## src/rtl/lsu_pkg.sv

```systemverilog
// Shared types for the RV32I load/store unit: funct3 codes, FSM state and the request legality check.
// Latency: n/a (declarations only).
// Backpressure: n/a.
package lsu_pkg;

   localparam logic [2:0] F3_B  = 3'b000;
   localparam logic [2:0] F3_H  = 3'b001;
   localparam logic [2:0] F3_W  = 3'b010;
   localparam logic [2:0] F3_BU = 3'b100;
   localparam logic [2:0] F3_HU = 3'b101;

   typedef enum logic [2:0] {
      S_IDLE,
      S_LOAD_ISSUE,
      S_LOAD_WAIT,
      S_STORE_ISSUE,
      S_RESP
   } lsu_state_t;

   // Returns 1 when a request must be answered with an error and no memory access:
   // an unknown funct3 for its direction, or an access not aligned to its size.
   function automatic logic lsu_req_bad(input logic       is_store,
                                        input logic [2:0] funct3,
                                        input logic [1:0] addr_lo);
      logic illegal;
      logic misaligned;
      if (is_store) begin
         illegal = funct3[2] || (funct3 == 3'b011);
      end else begin
         illegal = (funct3 == 3'b011) || (funct3 == 3'b110) || (funct3 == 3'b111);
      end
      // funct3[1:0] encodes the size for both loads and stores: 01 half, 10 word.
      misaligned = ((funct3[1:0] == 2'b01) && addr_lo[0]) ||
                   ((funct3[1:0] == 2'b10) && (addr_lo != 2'b00));
      return illegal || misaligned;
   endfunction

endpackage

```

## src/rtl/load_store_unit_align.sv

```systemverilog
// Load lane extraction: picks the byte/half selected by addr_lo from a RAM word and sign/zero-extends it.
// Latency: combinational.
// Backpressure: none.
// Ports: word (RAM read word), addr_lo (byte offset), funct3 (load type), result (extended value).
module load_align
   import lsu_pkg::*;
(
   input  logic [31:0] word,
   input  logic [1:0]  addr_lo,
   input  logic [2:0]  funct3,
   output logic [31:0] result
);

   logic [7:0]  byte_sel;
   logic [15:0] half_sel;

   always_comb begin
      case (addr_lo)
         2'd0:    byte_sel = word[7:0];
         2'd1:    byte_sel = word[15:8];
         2'd2:    byte_sel = word[23:16];
         default: byte_sel = word[31:24];
      endcase
      half_sel = addr_lo[1] ? word[31:16] : word[15:0];

      case (funct3)
         F3_B:    result = {{24{byte_sel[7]}}, byte_sel};
         F3_BU:   result = {24'd0, byte_sel};
         F3_H:    result = {{16{half_sel[15]}}, half_sel};
         F3_HU:   result = {16'd0, half_sel};
         default: result = word;
      endcase
   end

endmodule

```

## src/rtl/load_store_unit.sv

```systemverilog
// RV32I load/store initiator driving a byte-lane word RAM; one request in flight at a time.
// Latency: accept -> resp_valid in 3 cycles (load), 2 (store), 1 (error); no response backpressure.
// Backpressure: o_req_ready only in IDLE; clk_en=0 freezes all state and outputs.
// Ports: clk/rst/clk_en; i_req_* request (valid/ready); o_resp_* completion pulse;
//        o_mem_read_* / i_mem_read_data RAM read port; o_mem_write_* / o_mem_byte_enable RAM write port.
module load_store_unit
   import lsu_pkg::*;
#(
   parameter int ADDR_WIDTH = 29
) (
   input  logic                  clk,
   input  logic                  rst,
   input  logic                  clk_en,
   input  logic                  i_req_valid,
   output logic                  o_req_ready,
   input  logic                  i_req_is_store,
   input  logic [2:0]            i_req_funct3,
   input  logic [31:0]           i_req_addr,
   input  logic [31:0]           i_req_wdata,
   output logic                  o_resp_valid,
   output logic                  o_resp_err,
   output logic [31:0]           o_resp_rdata,
   output logic                  o_mem_read_req,
   output logic [ADDR_WIDTH:0]   o_mem_read_addr,
   input  logic [31:0]           i_mem_read_data,
   output logic                  o_mem_write_enable,
   output logic [3:0]            o_mem_byte_enable,
   output logic [ADDR_WIDTH:0]   o_mem_write_addr,
   output logic [31:0]           o_mem_write_data
);

   lsu_state_t          state_q, state_d;
   logic [ADDR_WIDTH:0] waddr_q, waddr_d;
   logic [1:0]          lo_q, lo_d;
   logic [2:0]          f3_q, f3_d;
   logic [3:0]          be_q, be_d;
   logic [31:0]         wdat_q, wdat_d;
   logic                err_q, err_d;
   logic [31:0]         rdata_q, rdata_d;
   logic [31:0]         load_result;

   load_align u_align (
      .word    (i_mem_read_data),
      .addr_lo (lo_q),
      .funct3  (f3_q),
      .result  (load_result)
   );

   always_comb begin
      state_d = state_q;
      waddr_d = waddr_q;
      lo_d    = lo_q;
      f3_d    = f3_q;
      be_d    = be_q;
      wdat_d  = wdat_q;
      err_d   = err_q;
      rdata_d = rdata_q;

      case (state_q)
         S_IDLE: begin
            if (i_req_valid) begin
               // Everything the later states need is captured here, so the request
               // inputs are free to change once the request is accepted.
               waddr_d = i_req_addr[ADDR_WIDTH+2:2];
               lo_d    = i_req_addr[1:0];
               f3_d    = i_req_funct3;
               rdata_d = 32'd0;
               case (i_req_funct3)
                  F3_B: begin
                     be_d   = 4'b0001 << i_req_addr[1:0];
                     wdat_d = {4{i_req_wdata[7:0]}};
                  end
                  F3_H: begin
                     be_d   = 4'b0011 << {i_req_addr[1], 1'b0};
                     wdat_d = {2{i_req_wdata[15:0]}};
                  end
                  default: begin
                     be_d   = 4'b1111;
                     wdat_d = i_req_wdata;
                  end
               endcase
               if (lsu_req_bad(i_req_is_store, i_req_funct3, i_req_addr[1:0])) begin
                  err_d   = 1'b1;
                  state_d = S_RESP;
               end else begin
                  err_d   = 1'b0;
                  state_d = i_req_is_store ? S_STORE_ISSUE : S_LOAD_ISSUE;
               end
            end
         end
         S_LOAD_ISSUE:  state_d = S_LOAD_WAIT;
         S_LOAD_WAIT: begin
            rdata_d = load_result;
            state_d = S_RESP;
         end
         S_STORE_ISSUE: state_d = S_RESP;
         S_RESP:        state_d = S_IDLE;
         default:       state_d = S_IDLE;
      endcase
   end

   always_ff @(posedge clk) begin
      if (rst) begin
         state_q <= S_IDLE;
      end else if (clk_en) begin
         state_q <= state_d;
      end
   end

   always_ff @(posedge clk) begin
      if (rst) begin
         waddr_q <= '0;
         lo_q    <= 2'd0;
         f3_q    <= 3'd0;
         be_q    <= 4'd0;
         wdat_q  <= 32'd0;
         err_q   <= 1'b0;
         rdata_q <= 32'd0;
      end else if (clk_en) begin
         waddr_q <= waddr_d;
         lo_q    <= lo_d;
         f3_q    <= f3_d;
         be_q    <= be_d;
         wdat_q  <= wdat_d;
         err_q   <= err_d;
         rdata_q <= rdata_d;
      end
   end

   // Strobes decode straight from the state register, so they can never overlap
   // and vanish on the same edge that resets the FSM.
   assign o_req_ready        = (state_q == S_IDLE);
   assign o_mem_read_req     = (state_q == S_LOAD_ISSUE);
   assign o_mem_write_enable = (state_q == S_STORE_ISSUE);
   assign o_resp_valid       = (state_q == S_RESP);
   assign o_resp_err         = err_q;
   assign o_resp_rdata       = rdata_q;
   assign o_mem_read_addr    = waddr_q;
   assign o_mem_write_addr   = waddr_q;
   assign o_mem_byte_enable  = be_q;
   assign o_mem_write_data   = wdat_q;

endmodule

```

## config.mk

```make
export PLATFORM = sky130hd
export DESIGN_NAME = load_store_unit
export DESIGN_NICKNAME = d
export VERILOG_FILES = /design/src/rtl/lsu_pkg.sv /design/src/rtl/load_store_unit_align.sv /design/src/rtl/load_store_unit.sv
export SDC_FILE = /design/constraint.sdc
export NUM_CORES = 1
export LEC_CHECK = 0
export BUFFER_PORTS_ARGS = -buffer_cell sky130_fd_sc_hd__buf_4
export CORE_UTILIZATION = 40
export DETAILED_ROUTE_END_ITERATION = 8
export GPL_ROUTABILITY_DRIVEN = 0
export PLACE_DENSITY = 0.8
export SLEW_MARGIN = 40
export SYNTH_ARGS = -nofsm -noshare
export SYNTH_HDL_FRONTEND = slang
export SYNTH_SLANG_ARGS = --single-unit
```

## constraint.sdc

```tcl
create_clock -name clk -period 2.76 [get_ports clk]
set_input_delay 0.552 -clock clk [delete_from_list [all_inputs] [get_ports clk]]
set_output_delay 0.552 -clock clk [all_outputs]
set_load 0.02 [all_outputs]
```

* Word-level counts from Yosys, hierarchy flattened *
Index checks and enable logic that the tools add are counted.

word-level totals
  bits of input ports = 104
  logic and storage cells = 58
  register bits = 107
  output and inout port bits = 133

cells by class
  shift-type cells = 2
  multiplexer cells = 15
  reduce and logical (&&, ||, !) cells = 17
  equality and inequality tests = 16

operators by type and width
  kind                                              number
  one-hot mux 32 bit (2 select lines)               2
  one-hot mux 32 bit (4 select lines)               1
  2-to-1 mux 32 bit                                 1
  one-hot mux 8 bit (3 select lines)                1
  2-to-1 mux 16 bit                                 1
  == test 3 bit (second input constant)             5
  == test 3 x 1 -> 1 bit (second input constant)    3
  == test 3 x 2 -> 1 bit (second input constant)    3
  logical NOT 3 bit                                 3
  one-hot mux 3 bit (3 select lines)                1
  one-hot mux 4 bit (2 select lines)                1
  2-to-1 mux 3 bit                                  2
  AND reduction 3 bit                               2
  logical OR 1 bit                                  5
  == test 2 x 1 -> 1 bit (second input constant)    2
  == test 2 bit (second input constant)             2
  2-to-1 mux 1 bit                                  4
  nonzero test 2 bit                                2
  << shifter 1 x 2 -> 4 bit (first input constant)  1
  << shifter 2 x 2 -> 4 bit (first input constant)  1
  logical AND 1 bit                                 2
  logical NOT 2 bit                                 1
  2-to-1 mux 2 bit                                  1
  != test 2 bit (second input constant)             1
  other kinds (2)                                   2

* Depth between registers and ports, before layout *
Gate-level depths: netlist of the first run.

  depth in word-level cells = 10
  mapped depth = 7
  depth with buffers taken out = 4

* Modules after synthesis *
From an unflattened synthesis of the first run, not the netlist that was laid out.

second synthesis, totals
  cells, all modules = 687
  area, all modules = 5721.7 sq um

by module, submodules not included
  module           times used  sequential area each (sq um)  cells an instance  area an instance (sq um)
  load_store_unit  1           2142.1                        554                4752.1
  load_align       1           0.0                           133                969.7

* Worst setup path before layout of the first run *
No wires, ideal clock.

  path kind = input to register
  start point = in i_mem_read_data[31]
  end point = reg rdata_q[21] (netlist: o_resp_rdata[21])
  path slack = 989 ps
  path buffers = 1
  library setup time = 122 ps
  required time = 2638 ps
  arrival time = 1649 ps
  cell stages on the path = 5
  cells stage by stage = mux2_2 > a22oi_4 > a2111oi_4 > buf_6 > a221o_1

between the ends
  word-level cells in the longest chain between the ends = 3
  elaborated cells on any way between the ends = 4
  those cells by class = 4 x mux

RTL lines
  item                                                                            line                                                      source
  start: declaration                                                              load_store_unit.sv:25                                     input logic [31:0] i_mem_read_data,
  one-hot mux 8 bit (3 select lines) / 2-to-1 mux 16 bit (equally long branches)  load_store_unit_align.sv:18, load_store_unit_align.sv:24
  one-hot mux 32 bit (4 select lines) (*)                                         load_store_unit_align.sv:26                               case (funct3)
  one-hot mux 32 bit (2 select lines) (*)                                         load_store_unit.sv:59                                     case (state_q)
  end signal: assignment                                                          load_store_unit.sv:126                                    rdata_q <= rdata_d;
  end: declaration                                                                load_store_unit.sv:39                                     logic [31:0] rdata_q, rdata_d;

Mark *: on every way between the ends. The rest lies on a longest branch, timed or not.
A chain may end at the register's enable or synchronous reset.

* Final worst setup path of the first run *
  start point = reg state_q[0]
  end point = reg waddr_q[15] (netlist: o_mem_read_addr[15])

between the ends
  word-level cells in the longest chain between the ends = 2

RTL lines
  item                                  line                    source
  start: declaration                    load_store_unit.sv:32   lsu_state_t state_q, state_d;
  start signal: assignment              load_store_unit.sv:106  state_q <= state_d;
  logical NOT 3 bit                     load_store_unit.sv:59
  AND reduction 3 bit (no source line)  n/a
  end signal: assignment                load_store_unit.sv:120  waddr_q <= waddr_d;
  end: declaration                      load_store_unit.sv:33   logic [ADDR_WIDTH:0] waddr_q, waddr_d;

Every way passes these cells.

==> run_results.csv, run 1 <==
group,metric,value,unit
placed_design,dpl_cell_area,6480,um2
critical_path,crit_path_start_kind,"flip-flop",
synth,ys.warnings.count,0,
clock_tree,insertion_delay,0.34,ns
clock_tree,cts_root_buf,"clkbuf_16",
grt,grt_pass1_vias,4582,
power_and_ir_drop,sw_frac_of_total,0.278,
detailed_routing,num_vias,4830,
clock_tree,cts_buffers,9,
synth,synth_area_per_cell,8.58,um2
synth,synth.distinct_cells,47,
synth,synth_area_leaders,"dfxtp_1, nand2_1, a21oi_1",
synth,synthArstFlopShare,0,
detailed_routing,drt_iter0_drc,354,
sta,max_slew_margin,0.585,
power_and_ir_drop,ir_worst_vdd,375,uV
grt,antenna_found_initial,0,
grt,grtUsageTotal,0.227,
detailed_routing,drt_wl_total,14700,um
cells_and_area,fillCellCount,1043,
sta,worst_pin_slew,0.623,ns
synth,synth.net_count,672,
synth,netlist_instances,568,
clock_tree,clkTransAtPathRegs,0.07,ns
grt,grt_pass1_wl,22900,um
clock_tree,cts_resized,0,
power_and_ir_drop,leakage,3.00,nW
clock_tree,clockBufferDepth,2,
clock_tree,cts.sinks,107,
critical_path,path_class,"flip-flop to flip-flop",
sta,post-route-min-period,2.06,ns
clock_tree,cts_htree_levels,3,
clock_tree,cts_tree,"done",
run_status,outcome,"finished, final reports clean",
placed_design,portBuffers,236,
cells_and_area,drive_above_1_share,0.372,
synth,synth_top_flop_cell,"dfxtp_1",
sta,finalSetupViolCount,0,
critical_path,crit_path_end_kind,"flip-flop",
floorplanning,pin_count,237,
synth,netlist_area,4880,um2
sta,finalHoldViolCount,0,
grt,grt_max_degree,62,
min_path,holdCritPathClass,"input port to flip-flop",
sta,finalSetupTns,0,ns
power_and_ir_drop,seq_power_share,0.441,
cells_and_area,final_cell_area,6810,um2
synth,seq_area_frac_synth,0.439,
critical_path,rr_worst_depth,5,
clock_tree,hold_buffers,0,
critical_path,arrival,2.25,ns
detailed_routing,ant_nets,0,
critical_path,required,2.95,ns
detailed_routing,dr.pass1.iters,6,
sta,fmax,0.486,GHz
sta,hold_ws,0.457,ns
synth,synth-edff-count,0,
synth,synthTopCellsByCount,"nand2_1, dfxtp_1, a21oi_1, clkbuf_1, buf_4",
sta,clock_skew,0.00757,ns
cells_and_area,diodes,0,
power_and_ir_drop,pwr-share-clk,0.363,
flow_run,cap_violations,0,
power_and_ir_drop,power_density,563,nW/um2
synth,synth-seq-cells,107,
power_and_ir_drop,combPwrFrac,0.196,
floorplanning,die_width,112,um
floorplanning,row_count,39,
sta,rsz0062_at_grt,"no",
min_path,min_path_cells,2,
floorplanning,start_util,0.418,
cells_and_area,syn_to_final_growth,39.6,%
grt,grt_overflow_total,0,
placed_design,dp_hpwl,10900,um
cells_and_area,nets,852,
critical_path,cp_max_fo,31,
clock_tree,cts_setup_buffers,0,
sta,finalCritPeriodShare,0.745,
floorplanning,core,11700,um2
floorplanning,dieHeight,112,um
floorplanning,die-area,12600,um2
synth,synth_top_area_frac,0.439,
detailed_routing,wl_per_cell,16.4,um
detailed_routing,route.detailed.vias_per_inst,5.39,
power_and_ir_drop,switchingPower,1.06,mW
sta,slew_viol_final,0,
synth,synth.largest_area_cell,"dfxtp_1",
power_and_ir_drop,p_int,2.77,mW
detailed_routing,drc,0,
synth,post-synth-top-count-cell,"nand2_1",
[sequential cells by signal (all words and copies together), names as in the netlist]
| register | cells |
|---|---|
| o_mem_byte_enable | 4 |
| lo_q | 2 |
| state_q | 3 |
| o_resp_rdata | 32 |
| f3_q | 3 |
| o_mem_write_data | 32 |
| o_mem_read_addr | 30 |
| o_resp_err | 1 |
[worst paths after layout]
check	startpoint	end	slack (ns)
setup reg to reg	state_q[0]$_SDFFE_PP0P_	o_mem_read_addr[15]$_SDFFE_PP0P_	0.70
hold / removal	i_mem_read_data[21]	o_resp_rdata[21]$_SDFFE_PP0P_	0.46
setup / recovery	state_q[0]$_SDFFE_PP0P_	o_mem_read_addr[15]$_SDFFE_PP0P_	0.70
hold reg to reg	o_mem_write_data[31]$_SDFFE_PP0P_	o_mem_write_data[31]$_SDFFE_PP0P_	0.46
[critical path: stages (launching register included)]
cell	delay [ns]
dfxtp_1	0.40
nand3b_1	0.28
or3_2	0.71
buf_4	0.34
nand2_1	0.11
a21oi_1	0.07
[power groups by stage]
stage | combinational (mW) | sequential, mW | clock (mW)
finish | 0.752 | 1.69 | 1.39
global route | 0.808 | 1.70 | 1.48
CTS | 0.755 | 1.69 | 1.42
detailed placement | 0.753 | 1.72 | 0
global placement | 0.736 | 1.72 | 0
floorplan | 0.354 | 1.79 | 0
[cell type report]
cell class,instances,area (um2),share of cell area
clock buffers,10,229,0.0336
inverters,2,7.51,0.00110
clock inverters,6,96.3,0.0142
well taps,143,179,0.0263
multi-input cells,382,2300,0.339
flip-flops and latches,107,2140,0.315
repair buffers,246,1850,0.271
[stage by stage]
step,utilization,worst slack [ns],instances,power (mW)
floorplan,-,0.989,568,2.14
global placement,0.556,0.613,880,2.46
detailed placement,0.556,0.517,880,2.48
CTS,0.584,0.680,896,3.87
global route,0.584,0.567,896,3.99
finish,0.584,0.703,896,3.83
[cell usage in the layout, fill, tap and decap left out, types with 2 or more instances in the layout]
cell,count
mux2_2,8
a221oi_1,2
nand2b_1,18
nor2_2,2
nor3_1,5
a311oi_1,8
buf_4,246
o21ai_0,8
a211oi_1,10
or2_1,4
nor4b_1,3
nand2_1,121
clkbuf_16,9
and2_1,2
nor3b_1,2
mux2i_1,24
a21oi_1,68
o21ai_1,9
bufinv_16,2
inv_1,2
a32o_1,8
o2bb2ai_1,7
o211ai_1,8
nor2_1,22
dfxtp_1,107
nor2b_1,9
a221o_1,16
[layer usage]
metal / global-route usage / share of wire
met1: 0.279 / 0.41
met2: 0.390 / 0.50
met3: 0.0632 / 0.076
met4: 0.0631 / 0.014
met5: 0 / 0
[cell families after synthesis]
kind of cell    Yosys count  synth area share
compound gates          149             0.210
mux                      33            0.0708
simple gates            200             0.190
flops                   107             0.439
buf+inv                  79            0.0901
No activity file was read; power rests on OpenSTA's default activity.
==> run 2, diff against run 1 <==
--- a/config.mk
+++ b/config.mk
@@ -9,7 +9,7 @@
 export CORE_UTILIZATION = 40
 export DETAILED_ROUTE_END_ITERATION = 8
 export GPL_ROUTABILITY_DRIVEN = 0
-export PLACE_DENSITY = 0.8
+export PLACE_DENSITY = 0.83
 export SLEW_MARGIN = 40
 export SYNTH_ARGS = -nofsm -noshare
 export SYNTH_HDL_FRONTEND = slang
==> constraint.sdc (replaced) <==
create_clock -name clk -period 1.7 [get_ports clk]
set_input_delay 0.34 -clock clk [delete_from_list [all_inputs] [get_ports clk]]
set_output_delay 0.34 -clock clk [all_outputs]
set_load 0.02 [all_outputs]
==> run 2 against run 1 <==
  * Global-route usage down 0.15 points
  * Via count decreased by 0.54%
  * Critical path depth stayed put
  * Die area did not move
  * Clock skew about the same
  * Register-to-register slack lost 0.61 ns
  * Core utilization rose by 1.4 points
  * Routed wire length decreased by 1.8%
  * Flip-flop and latch count unchanged
  * Non-clock buffer count rose by 22
  * Sequential power up 61%
  * Final area rose by 2.5%
  * Critical endpoint is now o_resp_rdata[18]$_SDFFE_PP0P_
  * Largest cell class unchanged
==> run_results.csv, run 2 (same netlist as run 1, synthesis figures left out) <==
group,metric,value,unit
floorplanning,row_count,39,
clock_tree,cts.sinks,107,
critical_path,arrival,1.84,ns
floorplanning,dieHeight,112,um
critical_path,r2r_slack,0.09,ns
cells_and_area,syn_to_final_growth,43.0,%
floorplanning,pin_count,237,
critical_path,slowest_delay,0.39,ns
power_and_ir_drop,switchingPower,1.70,mW
critical_path,required,1.94,ns
cells_and_area,fin_util,0.598,
grt,grt_overflow_total,0,
clock_tree,cts_buffers,9,
min_path,whs_endpoint,"o_resp_rdata[16]$_SDFFE_PP0P_",
critical_path,rr_worst_depth,5,
cells_and_area,drive_above_1_share,0.393,
sta,worst_pin_slew,0.484,ns
floorplanning,start_util,0.418,
detailed_routing,wl_per_cell,15.7,um
cells_and_area,diodes,0,
sta,rsz0062_at_grt,"no",
power_and_ir_drop,pwr-share-clk,0.328,
power_and_ir_drop,p_int,4.27,mW
sta,max_slew_margin,0.678,
power_and_ir_drop,power_density,856,nW/um2
grt,grt_pass1_wl,22500,um
detailed_routing,route.detailed.vias_per_inst,5.24,
critical_path,cp_top_family,"compound AO/OA/AOI/OAI gates",
sta,finalCritPeriodShare,0.945,
power_and_ir_drop,sw_frac_of_total,0.285,
critical_path,crit_path_start_kind,"flip-flop",
critical_path,path_class,"flip-flop to flip-flop",
grt,grtUsageTotal,0.226,
power_and_ir_drop,seq_power_share,0.456,
sta,finalHoldViolCount,0,
sta,finalSetupViolCount,0,
run_status,outcome,"finished, final reports clean",
cells_and_area,nets,874,
critical_path,path_cells,"mux2_2, a22oi_4, a2111oi_4, buf_12, a221o_1",
clock_tree,clockBufferDepth,2,
cells_and_area,final_cell_mix,"buf_4, nand2_1, dfxtp_1",
min_path,min_path_cells,2,
clock_tree,cts_root_buf,"clkbuf_16",
clock_tree,insertion_delay,0.35,ns
placed_design,dp_hpwl,10800,um
detailed_routing,num_vias,4804,
flow_run,cap_violations,0,
floorplanning,core,11700,um2
power_and_ir_drop,total_power,5.97,mW
placed_design,portBuffers,236,
critical_path,path_buf_inv,1,
detailed_routing,dr.pass1.iters,5,
cells_and_area,layout_commonest_cell,"buf_4",
grt,grt_pass1_vias,4432,
clock_tree,cts_tree,"done",
power_and_ir_drop,combPwrFrac,0.216,
sta,slew_viol_final,0,
critical_path,cp_max_fo,16,
floorplanning,die_width,112,um
floorplanning,die-area,12600,um2
power_and_ir_drop,ir_worst_vdd,487,uV
power_and_ir_drop,leakage,3.09,nW
grt,antenna_found_initial,0,
critical_path,critPathSlowestCell,"mux2_2",
critical_path,r2r-end,"o_resp_rdata[18]$_SDFFE_PP0P_",
clock_tree,clkTransAtPathRegs,0.07,ns
sta,fmax,0.622,GHz
critical_path,crit_cells,5,
detailed_routing,drt_wl_total,14400,um
min_path,hp-start,"i_mem_read_data[16]",
grt,grt_max_degree,62,
clock_tree,cts_htree_levels,3,
sta,post-route-min-period,1.61,ns
detailed_routing,drt_iter0_drc,398,
critical_path,worstReg2RegStart,"lo_q[1]$_SDFFE_PP0P_",
detailed_routing,ant_nets,0,
detailed_routing,drc,0,
critical_path,crit_path_end_kind,"flip-flop",
sta,clock_skew,0.00730,ns
sta,hold_ws,0.222,ns
min_path,holdCritPathClass,"input port to flip-flop",
[run 2: through the flow]
stage	TNS (ns)	area [um2]	cells	worst slack [ns]
2_1_floorplan	0	4880	568	0.0141
3_3_place_gp	-1.71	6660	901	-0.108
3_5_place_dp	-2.22	6660	901	-0.157
4_1_cts	0	6960	917	0.0143
5_1_grt	0	6970	917	0.00703
6_report	0	6970	917	0.0932
[run 2: worst max-delay path by stage]
stage	from	to	slack [ns]
floorplan	lo_q[1]$_SDFFE_PP0P_	o_resp_rdata[21]$_SDFFE_PP0P_	0.01
global placement	f3_q[0]$_SDFFE_PP0P_	o_resp_rdata[26]$_SDFFE_PP0P_	-0.11
finish	lo_q[1]$_SDFFE_PP0P_	o_resp_rdata[18]$_SDFFE_PP0P_	0.09
CTS	state_q[2]$_SDFFE_PP0P_	o_mem_write_data[7]$_SDFFE_PP0P_	0.01
global route	state_q[0]$_SDFFE_PP0P_	o_resp_rdata[25]$_SDFFE_PP0P_	0.007
detailed placement	lo_q[0]$_SDFFE_PP0P_	o_resp_rdata[26]$_SDFFE_PP0P_	-0.16
[run 2: repair_timing]
item,4_1_cts,5_1_grt
setup buffers,1,0
hold buffers,0,0
setup endpoints to repair,16,55
pin swaps,1,0
resized for setup,0,5
hold endpoints to repair,0,0
[run 2: layout make-up]
type	instances	area, um2
clock buffer	12	246
clock inverter	3	25.0
fill	1024	4690
inverter	2	7.51
multi-input combinational	382	2320
sequential	107	2140
tap	143	179
timing repair buffer	268	2050
[run 2: power by group through the flow]
stage | logic [mW] | registers, mW | clock network [mW]
after detailed placement | 1.28 | 2.78 | 0
after global placement | 1.27 | 2.78 | 0
after floorplan | 0.575 | 2.91 | 0
after global routing | 1.39 | 2.74 | 2.12
final | 1.29 | 2.72 | 1.96
after CTS | 1.29 | 2.72 | 2.01
[run 2: routing by layer]
layer	track usage	vias to the layer above	share of wire
met4	0.0720	0	0.017
met3	0.0734	17	0.087
li1	-	2356	-
met1	0.272	2226	0.40
met2	0.382	205	0.49
met5	0	-	0
==> run 3, diff against run 2 <==
--- a/config.mk
+++ b/config.mk
@@ -9,7 +9,7 @@
 export CORE_UTILIZATION = 40
 export DETAILED_ROUTE_END_ITERATION = 8
 export GPL_ROUTABILITY_DRIVEN = 0
-export PLACE_DENSITY = 0.83
+export PLACE_DENSITY = 0.74
 export SLEW_MARGIN = 40
 export SYNTH_ARGS = -nofsm -noshare
 export SYNTH_HDL_FRONTEND = slang
==> run 3 against run 2 <==
  * First-iteration DRC count fell by 7.0%
  * Combinational power rose by 4%
  * Global-route usage rose by 0.53 points
  * Hold slack improved by 0.0035 ns
  * Worst setup slack got worse by 0.042 ns
  * Total power rose by 6.6%
  * Flip-flop and latch count did not move
  * Final area rose by 2.2%
  * Critical endpoint is now o_mem_write_data[22]$_SDFFE_PP0P_
  * Largest power group unchanged
  * Highest routed layer unchanged
==> run_results.csv, run 3 (same netlist as run 1, synthesis figures left out) <==
group,metric,value,unit
sta,rsz0062_at_grt,"yes",
sta,finalHoldViolCount,0,
critical_path,cp_max_fo,14,
grt,grt_pass1_wl,23000,um
critical_path,arrival,1.91,ns
grt,grt_overflow_total,0,
detailed_routing,wl_per_cell,16.5,um
critical_path,crit_path_start_kind,"flip-flop",
cells_and_area,syn_to_final_growth,46.1,%
detailed_routing,drt_iter0_drc,370,
floorplanning,row_count,39,
min_path,holdCritPathClass,"input port to flip-flop",
sta,clock_skew,0.00457,ns
clock_tree,clkTransAtPathRegs,0.07,ns
sta,finalSetupViolCount,0,
power_and_ir_drop,combPwrFrac,0.211,
flow_run,cap_violations,0,
clock_tree,cts_root_buf,"clkbuf_16",
critical_path,required,1.96,ns
grt,grt_max_degree,59,
clock_tree,cts_htree_levels,3,
floorplanning,start_util,0.418,
clock_tree,cts_buffers,9,
sta,max_slew_margin,0.587,
cells_and_area,fillCellCount,994,
placed_design,portBuffers,236,
critical_path,cp_top_family,"simple AND/OR/NAND/NOR gates",
sta,worst_pin_slew,0.620,ns
power_and_ir_drop,p_int,4.64,mW
detailed_routing,ant_nets,0,
critical_path,path_class,"flip-flop to flip-flop",
critical_path,path_buf_inv,2,
floorplanning,dieHeight,112,um
detailed_routing,drt_wl_total,15300,um
power_and_ir_drop,pwr-share-clk,0.360,
placed_design,dp_hpwl,11200,um
sta,post-route-min-period,1.65,ns
sta,fmax,0.607,GHz
power_and_ir_drop,power_density,893,nW/um2
cells_and_area,nets,880,
cells_and_area,final_cell_mix,"buf_4, nand2_1, dfxtp_1",
detailed_routing,dr.pass1.iters,4,
power_and_ir_drop,switchingPower,1.73,mW
floorplanning,die-area,12600,um2
critical_path,critPathSlowestCell,"dfxtp_1",
power_and_ir_drop,total_power,6.36,mW
cells_and_area,multi_input_area,2320,um2
cells_and_area,layout_commonest_cell,"buf_4",
power_and_ir_drop,leakage,3.18,nW
detailed_routing,drc,0,
floorplanning,die_width,112,um
sta,finalSetupTns,0,ns
run_status,outcome,"finished, final reports clean",
critical_path,crit_path_end_kind,"flip-flop",
power_and_ir_drop,seq_power_share,0.429,
grt,antenna_found_initial,0,
grt,grtUsageTotal,0.231,
clock_tree,clockBufferDepth,2,
sta,slew_viol_final,0,
sta,finalCritPeriodShare,0.970,
detailed_routing,route.detailed.vias_per_inst,5.28,
placed_design,dpl_worst_slack,-0.132,ns
grt,grt_pass1_vias,4628,
power_and_ir_drop,sw_frac_of_total,0.271,
sta,hold_ws,0.225,ns
cells_and_area,diodes,0,
clock_tree,cts.sinks,107,
clock_tree,cts_tree,"done",
floorplanning,core,11700,um2
critical_path,path_cells,"nand3b_1, nor3_4, buf_4, clkbuf_16, nor2_1, a311oi_1",
critical_path,slowest_delay,0.36,ns
cells_and_area,drive_above_1_share,0.401,
sta,setup_ws,0.0514,ns
detailed_routing,num_vias,4879,
floorplanning,pin_count,237,
power_and_ir_drop,ir_worst_vdd,540,uV
clock_tree,insertion_delay,0.35,ns
cells_and_area,ff_latch_area,2140,um2
## run 3: cell count changes in the layout (fill, tap and decap cells not counted), moves of 2 or more
cell | before | now
clkbuf_16 | 9 | 11
bufinv_16 | 0 | 2
buf_4 | 264 | 268
clkinv_4 | 2 | 0
## run 3: path summary, 6_finish.rpt
path | from | to | slack (ns) | depth (start not counted)
worst min register to register | o_mem_write_data[4]$_SDFFE_PP0P_ | o_mem_write_data[4]$_SDFFE_PP0P_ | 0.46 | 2
worst max-delay path | state_q[0]$_SDFFE_PP0P_ | o_mem_write_data[22]$_SDFFE_PP0P_ | 0.05 | 6
worst min-delay path | i_mem_read_data[18] | o_resp_rdata[18]$_SDFFE_PP0P_ | 0.23 | 2
worst max register to register | state_q[0]$_SDFFE_PP0P_ | o_mem_write_data[22]$_SDFFE_PP0P_ | 0.05 | 6
## run 3: power groups by stage
| stage | clock network [mW] | registers [mW] | logic, mW |
|---|---|---|---|
| 6_report | 2.29 | 2.73 | 1.34 |
| 5_1_grt | 2.42 | 2.74 | 1.44 |
| 4_1_cts | 2.33 | 2.73 | 1.31 |
| 3_5_place_dp | 0 | 2.78 | 1.30 |
| 3_3_place_gp | 0 | 2.78 | 1.28 |
| 2_1_floorplan | 0 | 2.91 | 0.575 |
## run 3: layout make-up
cell class | instances | area share
Clock buffer | 12 | 0.0360
Inverter | 2 | 0.00105
Clock inverter | 4 | 0.0102
Tap cell | 143 | 0.0251
Timing Repair Buffer | 274 | 0.301
Sequential cell | 107 | 0.301
Multi-Input combinational cell | 382 | 0.326
## run 3: metal layers
layer	vias up	wire length [um]	share of wire	global-route usage
li1	2375	-	-	-
met4	0	353	0.023	0.0951
met5	-	0	0	0
met1	2266	6120	0.40	0.275
met3	25	1240	0.081	0.0626
met2	213	7550	0.49	0.394
## run 3: through the flow
stage | cells | area, um2 | utilization
after floorplan | 568 | 4880 | -
after global placement | 902 | 6680 | 0.573
after detailed placement | 902 | 6680 | 0.573
after CTS | 919 | 7040 | 0.603
after global routing | 924 | 7130 | 0.611
final | 924 | 7130 | 0.611
## run 3: repair_timing
item / CTS / global route
endpoints found under the setup margin: 31 / 24
cloned: 0 / 2
endpoints found under the hold margin: 0 / 0
buffers inserted: 1 / 3
hold buffers: 0 / 0
gates resized for setup: 2 / 4
pin swaps: 1 / 1
